--- src/rtl/fetch_sequencer.sv ---
// fetch_sequencer: instruction-fetch sequencer driving an external PC register.
// Runs a req/ack handshake with instruction memory, presents fetched words to IF/ID,
// absorbs IF/ID stalls and branch/jump redirects (including ones that arrive while
// a memory request is still outstanding).
//
// Ports:
//   clk, clr                 clock, synchronous active-high reset
//   pc_current               PC register output (fetch address)
//   pc_next, pc_load         PC register data input and load enable
//   imem_req, imem_addr      fetch request and address to instruction memory
//   imem_ack, imem_data      one-cycle acknowledge with the returned word
//   stall                    IF/ID cannot accept an instruction
//   redirect, redirect_target taken branch/jump pulse and destination
//   if_valid, if_instr, if_pc registered instruction presented to IF/ID
module fetch_sequencer #(
  parameter int unsigned     WIDTH    = 32,
  parameter logic [WIDTH-1:0] RESET_PC = '0,
  parameter logic [WIDTH-1:0] INC      = WIDTH'(4)
) (
  input  logic             clk,
  input  logic             clr,
  input  logic [WIDTH-1:0] pc_current,
  output logic [WIDTH-1:0] pc_next,
  output logic             pc_load,
  output logic             imem_req,
  output logic [WIDTH-1:0] imem_addr,
  input  logic             imem_ack,
  input  logic [WIDTH-1:0] imem_data,
  input  logic             stall,
  input  logic             redirect,
  input  logic [WIDTH-1:0] redirect_target,
  output logic             if_valid,
  output logic [WIDTH-1:0] if_instr,
  output logic [WIDTH-1:0] if_pc
);

  typedef enum logic [1:0] {StInit, StFetch, StHold, StDrain} state_e;

  state_e           state_q, state_d;
  logic             if_valid_q, if_valid_d;
  logic [WIDTH-1:0] if_instr_q, if_instr_d;
  logic [WIDTH-1:0] if_pc_q, if_pc_d;
  // Redirect destination remembered while a wrong-path request drains.
  logic [WIDTH-1:0] pend_target_q, pend_target_d;

  // State register.
  always_ff @(posedge clk) begin
    if (clr) begin
      state_q       <= StInit;
      if_valid_q    <= 1'b0;
      if_instr_q    <= '0;
      if_pc_q       <= '0;
      pend_target_q <= '0;
    end else begin
      state_q       <= state_d;
      if_valid_q    <= if_valid_d;
      if_instr_q    <= if_instr_d;
      if_pc_q       <= if_pc_d;
      pend_target_q <= pend_target_d;
    end
  end

  // Next-state logic.
  always_comb begin
    state_d       = state_q;
    if_valid_d    = if_valid_q;
    if_instr_d    = if_instr_q;
    if_pc_d       = if_pc_q;
    pend_target_d = pend_target_q;
    unique case (state_q)
      StInit: begin
        if_valid_d = 1'b0;
        state_d    = StFetch;
      end
      StFetch: begin
        if (imem_ack) begin
          if (redirect) begin
            // Returned word is on the wrong path; refetch from the target.
            state_d = StFetch;
          end else begin
            if_valid_d = 1'b1;
            if_instr_d = imem_data;
            if_pc_d    = pc_current;
            state_d    = StHold;
          end
        end else if (redirect) begin
          // Request cannot be withdrawn; wait for its ack before retargeting.
          pend_target_d = redirect_target;
          state_d       = StDrain;
        end
      end
      StHold: begin
        // Redirect wins over stall.
        if (redirect || !stall) begin
          if_valid_d = 1'b0;
          state_d    = StFetch;
        end
      end
      StDrain: begin
        if (redirect) pend_target_d = redirect_target;
        if (imem_ack) state_d = StFetch;
      end
      default: state_d = StInit;
    endcase
  end

  // Output logic.
  always_comb begin
    pc_load  = 1'b0;
    pc_next  = RESET_PC;
    imem_req = 1'b0;
    if (!clr) begin
      unique case (state_q)
        StInit: begin
          pc_load = 1'b1;
          pc_next = redirect ? redirect_target : RESET_PC;
        end
        StFetch: begin
          imem_req = 1'b1;
          if (imem_ack) begin
            pc_load = 1'b1;
            pc_next = redirect ? redirect_target : pc_current + INC;
          end
        end
        StHold: begin
          if (redirect) begin
            pc_load = 1'b1;
            pc_next = redirect_target;
          end
        end
        StDrain: begin
          imem_req = 1'b1;
          if (imem_ack) begin
            pc_load = 1'b1;
            pc_next = redirect ? redirect_target : pend_target_q;
          end
        end
        default: ;
      endcase
    end
  end

  assign imem_addr = pc_current;
  assign if_valid  = if_valid_q;
  assign if_instr  = if_instr_q;
  assign if_pc     = if_pc_q;

endmodule

--- config.mk ---
export PLATFORM = sky130hd
export DESIGN_NAME = fetch_sequencer
export DESIGN_NICKNAME = d
export VERILOG_FILES = /design/src/rtl/fetch_sequencer.sv
export SDC_FILE = /design/constraint.sdc
export NUM_CORES = 1
export LEC_CHECK = 0
export BUFFER_PORTS_ARGS = -buffer_cell sky130_fd_sc_hd__buf_2
export CAP_MARGIN = 20
export CORE_MARGIN = 10
export CORE_UTILIZATION = 25
export CTS_CLUSTER_DIAMETER = 200
export DETAILED_ROUTE_END_ITERATION = 7
export SETUP_SLACK_MARGIN = 0.3
export SLEW_MARGIN = 20
export SYNTH_ARGS = -nofsm -noshare
export SYNTH_HDL_FRONTEND = slang
export SYNTH_SLANG_ARGS = --single-unit
--- constraint.sdc ---
create_clock -name clk -period 3.02 [get_ports clk]
set_clock_uncertainty 0.05 [all_clocks]
set_input_delay 0 -clock clk [delete_from_list [all_inputs] [get_ports clk]]
set_output_delay 0 -clock clk [all_outputs]
set_load 0.02 [all_outputs]
# Word-level counts from Yosys, hierarchy flattened
# Cells that the tools add are included.
# W data, S select, Z words.
[totals]
ff_bits = 99
input_bits = 101
word_cells = 52
[op_classes]
addsub = 1
n_eq_ne = 9
mux = 25
n_bitwise = 1
n_reduce_logical = 11
[op_table]
columns = ["op", "count"]
rows = [
  ["$mux W32", 7],
  ["$pmux W32 S3", 1],
  ["$pmux W32 S2", 1],
  ["$add A32 B3 Y32 const B", 1],
  ["$mux W2", 5],
  ["$ne A2 B2 Y1 const B", 5],
  ["$mux W1", 8],
  ["$pmux W2 S4", 1],
  ["$pmux W1 S3", 2],
  ["$reduce_and A3 Y1", 2],
  ["$eq A2 B2 Y1 const B", 2],
  ["$reduce_and A4 Y1", 1],
  ["$reduce_or A2 Y1", 2],
  ["$ne A3 B3 Y1 const B", 1],
  ["$reduce_bool A3 Y1", 1],
  ["$eq A2 B1 Y1 const B", 1],
  ["$logic_not A2 Y1", 1],
  ["$reduce_and A2 Y1", 1],
  ["$reduce_bool A2 Y1", 1],
  ["$logic_not A1 Y1", 1],
  ["$logic_or A1 B1 Y1", 1],
  ["$not A1 Y1", 1],
]

# Longest topological paths before layout
# Gate-level depths: netlist (run 1).
[depth]
word_depth = 5
ltp_mapped = 7
depth_no_buf = 6

# Worst setup path before layout (run 1)
# No wires, ideal clock.
[synth_timing]
path_type = "register -> output"
startpoint = "register state_q[1]"
endpoint = "output port pc_next[1]"
t_arrival_ns = 2.248
path_slack_ns = 0.722
path_stages_with_launch = 7
cell_sequence = "dfxtp_1 -> clkbuf_1 -> inv_1 -> nand2_1 -> clkbuf_1 -> a21oi_1 -> a2111oi_0"
[synth_between]
elab_chain_cells = 4
[synth_lines]
columns = ["item", "line_no", "text"]
rows = [
  ["start, declared", "39", "state_e state_q, state_d;"],
  ["start signal, assigned", "49", "state_q <= StInit;"],
  ["start signal, assigned", "55", "state_q <= state_d;"],
  ["$eq A2 B2 Y1 / $logic_not A2 Y1 (equally long branches)", "113", "unique case (state_q)"],
  ["$reduce_or A2 Y1 (no line)", "n/a", ""],
  ["$pmux W32 S3 (*)", "113", ""],
  ["$mux W32 (*)", "112", "if (!clr) begin"],
  ["end, declared", "23", "output logic [WIDTH-1:0] pc_next,"],
]
# Mark *: on every way between the ends. The rest lies on a longest branch, timed or not.

# Final worst setup path (run 1)
[layout_timing]
startpoint = "input port pc_current[12]"
endpoint = "output port pc_next[30]"
[layout_between]
elab_chain_cells = 5
[layout_lines]
columns = ["item", "line_no", "text"]
rows = [
  ["start, declared", "22", "input logic [WIDTH-1:0] pc_current,"],
  ["$add A32 B3 Y32", "122", "pc_next = redirect ? redirect_target : pc_current + INC;"],
  ["$mux W32", "122", ""],
  ["$mux W32", "120", "if (imem_ack) begin"],
  ["$pmux W32 S3", "113", ""],
  ["$mux W32", "112", ""],
]
# No other way between the ends.

==> reports/qor.csv, run 1 <==
stage,metric,value,unit
route,dr.pass1.iters,7,
route,drc,0,
sta,period_share,0.863,
final_layout,n_fill_cell,2196,
final_layout,final_cell_mix,"buf_2, nand2_1, a21oi_1",
final_layout,stdcell_area,8080,um^2
setup_path,crit_top_cell,buf_2,
floorplan,die_w,167,um
sta,setup_viol,0,
clock_network,clk_latency,0.35,ns
setup_path,worstSetupPathType,input port to output pin,
final_layout,drive_gt1_frac,0.258,
setup_path,slowest_delay,0.56,ns
floorplan,die_height,167,um
setup_path,path_buf_inv,4,
setup_path,crit_path_end_kind,output pin,
sta,final_max_slew_viol_count,0,
final_layout,final_common_cell,buf_2,
route,wirelength,23.0,mm
logic_synthesis,ys.warnings.count,0,
global_route,gr-usage-all-layers,0.155,
global_route,grt_pass1_wl,35.5,mm
clock_network,post-cts-setup-buffers,0,
clock_network,cts_root_buf,clkbuf_16,
run,drv_cap,0,
setup_path,startpoint_type,input port,
pwr,p_leak,3.45,nW
hold_path,min_to,state_q[0],
final_layout,diodes,0,
route,vias_per_cell,4.91,
logic_synthesis,ys_async_sr_fraction,0,
logic_synthesis,netlist_instances,770,
clock_network,h-tree-depth,3,
floorplan,fp.coreArea,21200,um^2
clock_network,cts-buffers-inserted,9,
final_layout,seq_area,1980,um^2
sta,slew-limit-headroom,0.497,
sta,worstMarginPinSlew,0.755,ns
placement,portBuffers,231,
floorplan,ios,232,
clock_network,clock_path_buffers,2,
clock_network,cts_tree,yes,
setup_path,worstPathArrival,2.56,ns
hold_path,hold_path_depth,3,
logic_synthesis,syn_nets,872,
route,ant_nets,0,
route,routedWlPerCell,17.2,um
sta,rsz0062_at_grt,no,
global_route,grt_max_degree,65,
sta,min_period,2.61,ns
logic_synthesis,ys_types,47,
logic_synthesis,synth_edf_count,0,
outcome,status,"finished, final reports clean",
setup_path,required,2.97,ns
sta,fmax,0.384,GHz
route,dr_total_vias,6541,
route,drt_iter0_markers,523,
setup_path,path_cells,dlygate4sd3_1 -> buf_2 -> and4_1 -> nand4_1 -> buf_4 -> or4_1 -> a211o_1 -> a32oi_1 -> buf_2,
global_route,overflow,0,
setup_path,r2r-end,pend_target_q[31],
final_layout,multi_input_area,2930,um^2
logic_synthesis,synth_seq_cells,99,
logic_synthesis,yosysSeqAreaShare,0.366,
pwr,vdd.ir_drop.worst,0.222,mV
clock_network,clk_pin_slew_worst_paths,0.07,ns
global_route,first_global_vias,6265,
final_layout,final_nets,1153,
setup_path,worst_path_max_delay_cell,dlygate4sd3_1,
setup_path,cp_max_fo,11,
floorplan,rows,53,
setup_path,rr_startpoint,state_q[1],
setup_path,reg2reg_setup_slack,0.63,ns
final_layout,syn2layout_area_growth,49.2,%
placement,placed_area,6630,um^2
clock_network,clock_sinks,99,
sta,final.setup.tns,0,ns
logic_synthesis,ys.flop_type,dfxtp_1,
logic_synthesis,syn_avg_cell_area,7.03,um^2
placement,place.gp.congestion,0.818,
hold_path,hp-class,input port to register,
floorplan,design.die.area,28000,um^2
logic_synthesis,synth_area,5420,um^2
floorplan,start_util,0.256,
sta,finalHoldViolations,0,
setup_path,cp_top_family,buffers and inverters,
hold_path,hold_start,redirect,
pwr,powerDensity,431,nW/um^2
global_route,antenna_found_initial,1,
setup_path,worstRegToRegCells,7,
placement,dp_hpwl,16.2,mm
-- kinds of logic after synthesis --
| family | after synthesis | synth area share |
|---|---|---|
| adders and majority gates | 1 | 0.00231 |
| and+or+nand+nor | 302 | 0.243 |
| AOI/OAI and AO/OA | 246 | 0.263 |
| buffers and inverters | 104 | 0.0970 |
| DFF | 99 | 0.366 |
| xor gates and xnor gates | 18 | 0.0291 |
-- worst max path at each step --
stage / from / end / slack, ns / depth (start not counted)
after floorplan: state_q[1] / pc_next[1] / 0.72 / 6
after global placement: pc_current[2] / pc_next[14] / 0.73 / 8
after detailed placement: pc_current[2] / pc_next[14] / 0.74 / 8
after CTS: pc_current[12] / pc_next[30] / 0.42 / 9
after global routing: pc_current[12] / pc_next[30] / 0.31 / 9
final: pc_current[12] / pc_next[30] / 0.41 / 9
-- metrics by stage --
step | std cells | hold WS, ns | total power, mW | util | setup slack (ns)
4_1_cts | 1331 | 0.147 | 3.52 | 0.382 | 0.419
6_report | 1331 | 0.153 | 3.49 | 0.382 | 0.413
5_1_grt | 1331 | 0.169 | 3.65 | 0.382 | 0.312
3_3_place_gp | 1203 | 0.191 | 2.09 | 0.313 | 0.733
3_5_place_dp | 1203 | 0.196 | 2.09 | 0.313 | 0.738
2_1_floorplan | 770 | 0.0626 | 1.82 | - | 0.722
-- routing by layer --
layer  routed length (um)  global-route usage
met2                10900               0.260
met1                 9590               0.188
met4                  391              0.0379
met5                    0                   0
met3                 2030              0.0485
-- state kept, by name, indices dropped and copies added (netlist names) --
name and count:
pend_target_q 32, state_q 2, if_pc 32, if_valid 1
if_instr 32
-- synth_stat cells, types with 3 or more instances --
library cell | number | share of area
a31oi_1 | 3 | 0.0035
dfxtp_1 | 99 | 0.37
o21a_1 | 5 | 0.0069
a221oi_1 | 7 | 0.011
a21o_1 | 8 | 0.011
nor2b_1 | 3 | 0.0035
a211oi_1 | 12 | 0.017
and3_1 | 16 | 0.018
and4_1 | 6 | 0.0097
xnor2_1 | 9 | 0.015
xor2_1 | 9 | 0.015
inv_1 | 11 | 0.0076
nand4_1 | 15 | 0.017
a2bb2oi_1 | 10 | 0.016
o21ai_0 | 38 | 0.035
nor3_1 | 13 | 0.012
clkbuf_1 | 54 | 0.037
o22ai_1 | 5 | 0.0058
nand3_1 | 12 | 0.011
a21oi_1 | 141 | 0.13
nand2_1 | 215 | 0.15
buf_2 | 3 | 0.0028
buf_4 | 33 | 0.046
nor2_1 | 11 | 0.0076
a2111oi_0 | 4 | 0.0065
-- report_power, final --
group / internal [mW] / leakage (nW) / switching (mW) / total, mW
clock network: 0.759 / 0.157 / 0.557 / 1.32
registers: 1.35 / 0.804 / 0.0254 / 1.38
logic: 0.319 / 2.49 / 0.476 / 0.795
-- area by class of cell --
cell class	instances	area share
multi-input combinational	567	0.363
timing repair buffer	362	0.303
sequential	99	0.245
tap	275	0.0426
clock buffer	10	0.0296
clock inverter	6	0.0118
inverter	12	0.00557
-- worst register-to-register path: cells and delay by family (launching register included) --
kind | cells | cell delay (ns)
buffers and inverters | 4 | 1.22
and+or+nand+nor | 1 | 0.09
DFF | 1 | 0.58
AOI/OAI and AO/OA | 2 | 0.38
-- repair_timing --
item	CTS	global route
setup endpoints to repair	0	0
endpoints found under the hold margin	98	0
hold buffers	112	0
resized for setup	0	0
Power figures use the tool's default switching activity.
==> inputs of run 2 (changes only) <==
--- a/config.mk
+++ b/config.mk
@@ -5,6 +5,7 @@
 export SDC_FILE = /design/constraint.sdc
 export NUM_CORES = 1
 export LEC_CHECK = 0
+export ABC_AREA = 1
 export BUFFER_PORTS_ARGS = -buffer_cell sky130_fd_sc_hd__buf_2
 export CAP_MARGIN = 20
 export CORE_MARGIN = 10
==> reports/qor.csv, run 2 <==
stage,metric,value,unit
logic_synthesis,syn_avg_cell_area,6.53,um^2
floorplan,start_util,0.253,
route,wirelength,24.7,mm
pwr,seqPwrFrac,0.404,
global_route,first_global_vias,6819,
placement,dp_slack,0.795,ns
global_route,grt_max_degree,79,
final_layout,final_common_cell,buf_2,
floorplan,fp.coreArea,23300,um^2
clock_network,clk_pin_slew_worst_paths,0.08,ns
pwr,powerDensity,434,nW/um^2
placement,dp_hpwl,18.1,mm
pwr,power,3.56,mW
clock_network,post-cts-setup-buffers,0,
pwr,power.share.combinational,0.267,
run,drv_cap,0,
global_route,grt_pass1_wl,38.3,mm
clock_network,cts-buffers-inserted,9,
clock_network,clk_latency,0.35,ns
logic_synthesis,ys_async_sr_fraction,0,
logic_synthesis,yosysTopAreaCell,dfxtp_1,
logic_synthesis,ys.flop_type,dfxtp_1,
placement,portBuffers,231,
hold_path,hp-class,input port to register,
route,drc,0,
logic_synthesis,synth_seq_cells,99,
clock_network,postCtsResizedCells,0,
logic_synthesis,synth_edf_count,0,
floorplan,ios,232,
logic_synthesis,yosys-top-cells-area,"dfxtp_1, nand2_1, o21ai_0, nor2_1, a21oi_1",
pwr,swShare,0.348,
setup_path,worstPathArrival,2.67,ns
sta,fmax,0.404,GHz
final_layout,stdcell_count,1484,
route,drt_iter0_markers,612,
clock_network,cts_root_buf,clkbuf_16,
logic_synthesis,ys.warnings.count,0,
sta,min_period,2.48,ns
route,dr_total_vias,7022,
clock_network,h-tree-depth,3,
final_layout,final_nets,1262,
logic_synthesis,synth.most_common_cell,nand2_1,
sta,period_share,0.820,
global_route,gr-usage-all-layers,0.158,
outcome,status,"finished, final reports clean",
route,dr.pass1.iters,5,
logic_synthesis,ys_top_cells_by_count,"nand2_1, nor2_1, o21ai_0",
final_layout,utilization,0.352,
final_layout,stdcell_area,8210,um^2
final_layout,n_fill_cell,2556,
logic_synthesis,yosysSeqAreaShare,0.336,
sta,finalHoldViolations,0,
clock_network,clock_path_buffers,2,
route,ant_nets,0,
logic_synthesis,syn_nets,1005,
floorplan,die_w,174,um
setup_path,startpoint_type,register,
sta,rsz0062_at_grt,no,
final_layout,syn2layout_area_growth,39.2,%
sta,hold_ws,0.0226,ns
clock_network,clock_sinks,99,
setup_path,worstSetupPathType,register to register,
clock_network,cts_tree,yes,
placement,dp.cells,1378,
logic_synthesis,synth_area,5900,um^2
final_layout,final_cell_mix,"buf_2, nand2_1, nor2_1",
logic_synthesis,netlist_instances,903,
sta,worstMarginPinSlew,0.733,ns
placement,placed_area,7020,um^2
pwr,power_frac_clock,0.330,
sta,final.setup.tns,0,ns
pwr,p_leak,4.00,nW
sta,setup_viol,0,
pwr,switchingPower,1.24,mW
route,routedWlPerCell,16.7,um
final_layout,diodes,0,
global_route,antenna_found_initial,0,
pwr,internal-power,2.32,mW
sta,final_max_slew_viol_count,0,
logic_synthesis,yosys.area.top_type_share,0.336,
placement,place.gp.congestion,0.872,
floorplan,die_height,174,um
route,vias_per_cell,4.73,
pwr,vdd.ir_drop.worst,0.210,mV
sta,slew-limit-headroom,0.511,
setup_path,cp_max_fo,22,
floorplan,design.die.area,30100,um^2
setup_path,required,3.21,ns
logic_synthesis,ys_types,36,
global_route,overflow,0,
floorplan,rows,56,
final_layout,drive_gt1_frac,0.260,
setup_path,crit_path_end_kind,register,
sta,setup_ws,0.543,ns
==> run 2: critical path, cell delays in order (launching register included) <==
cell and delay [ns]:
dfxtp_1 0.31, buf_4 0.25, inv_2 0.21, nor2_2 0.16, inv_2 0.14, nor2_8 0.27
inv_2 0.22, nand2_1 0.13, a21oi_2 0.05, dlygate4sd3_1 0.56
==> run 2: repair_timing <==
action | 4_1_cts | 5_1_grt
endpoints found under the setup margin | 0 | 1
hold endpoints to repair | 89 | 0
hold buffers | 89 | 0
==> run 2: cell families (layout without fill, tap and decap cells) <==
kind of cell,after synthesis,in the layout,share of synthesized area
and+or+nand+nor,373,374,0.263
AOI/OAI and AO/OA,258,258,0.252
buffers and inverters,170,431,0.144
DFF,99,99,0.336
xor gates and xnor gates,2,2,0.00297
adders and majority gates,1,1,0.00212
==> run 2: power by group through the flow <==
stage | Combinational (mW) | Sequential [mW] | Clock, mW
floorplan | 0.506 | 1.52 | 0
global placement | 0.849 | 1.47 | 0
detailed placement | 0.856 | 1.47 | 0
CTS | 0.947 | 1.44 | 1.21
global route | 1.05 | 1.45 | 1.26
finish | 0.950 | 1.44 | 1.18
==> run 2: area by class of cell <==
| type | instances | area (um^2) | area share |
|---|---|---|---|
| Multi-Input combinational cell | 635 | 3080 | 0.375 |
| Timing Repair Buffer | 331 | 2140 | 0.261 |
| Sequential cell | 99 | 1980 | 0.242 |
| Tap cell | 319 | 399 | 0.0486 |
| Inverter | 84 | 318 | 0.0387 |
| Clock buffer | 9 | 225 | 0.0274 |
| Clock inverter | 7 | 62.6 | 0.00762 |
==> run 2: routing by layer <==
layer,routed length [um],GRT usage
met5,0,0
met4,411,0.0413
met3,1970,0.0414
met2,11500,0.254
met1,10900,0.203
==> run 2: final timing paths <==
check                           cells past startpoint                 from  slack, ns           endpoint
worst max register to register                      9           state_q[0]       0.54           if_pc[1]
worst max-delay path                                9           state_q[0]       0.54           if_pc[1]
worst min register to register                      2     pend_target_q[6]       0.44   pend_target_q[6]
worst min-delay path                                5  redirect_target[26]       0.02  pend_target_q[26]
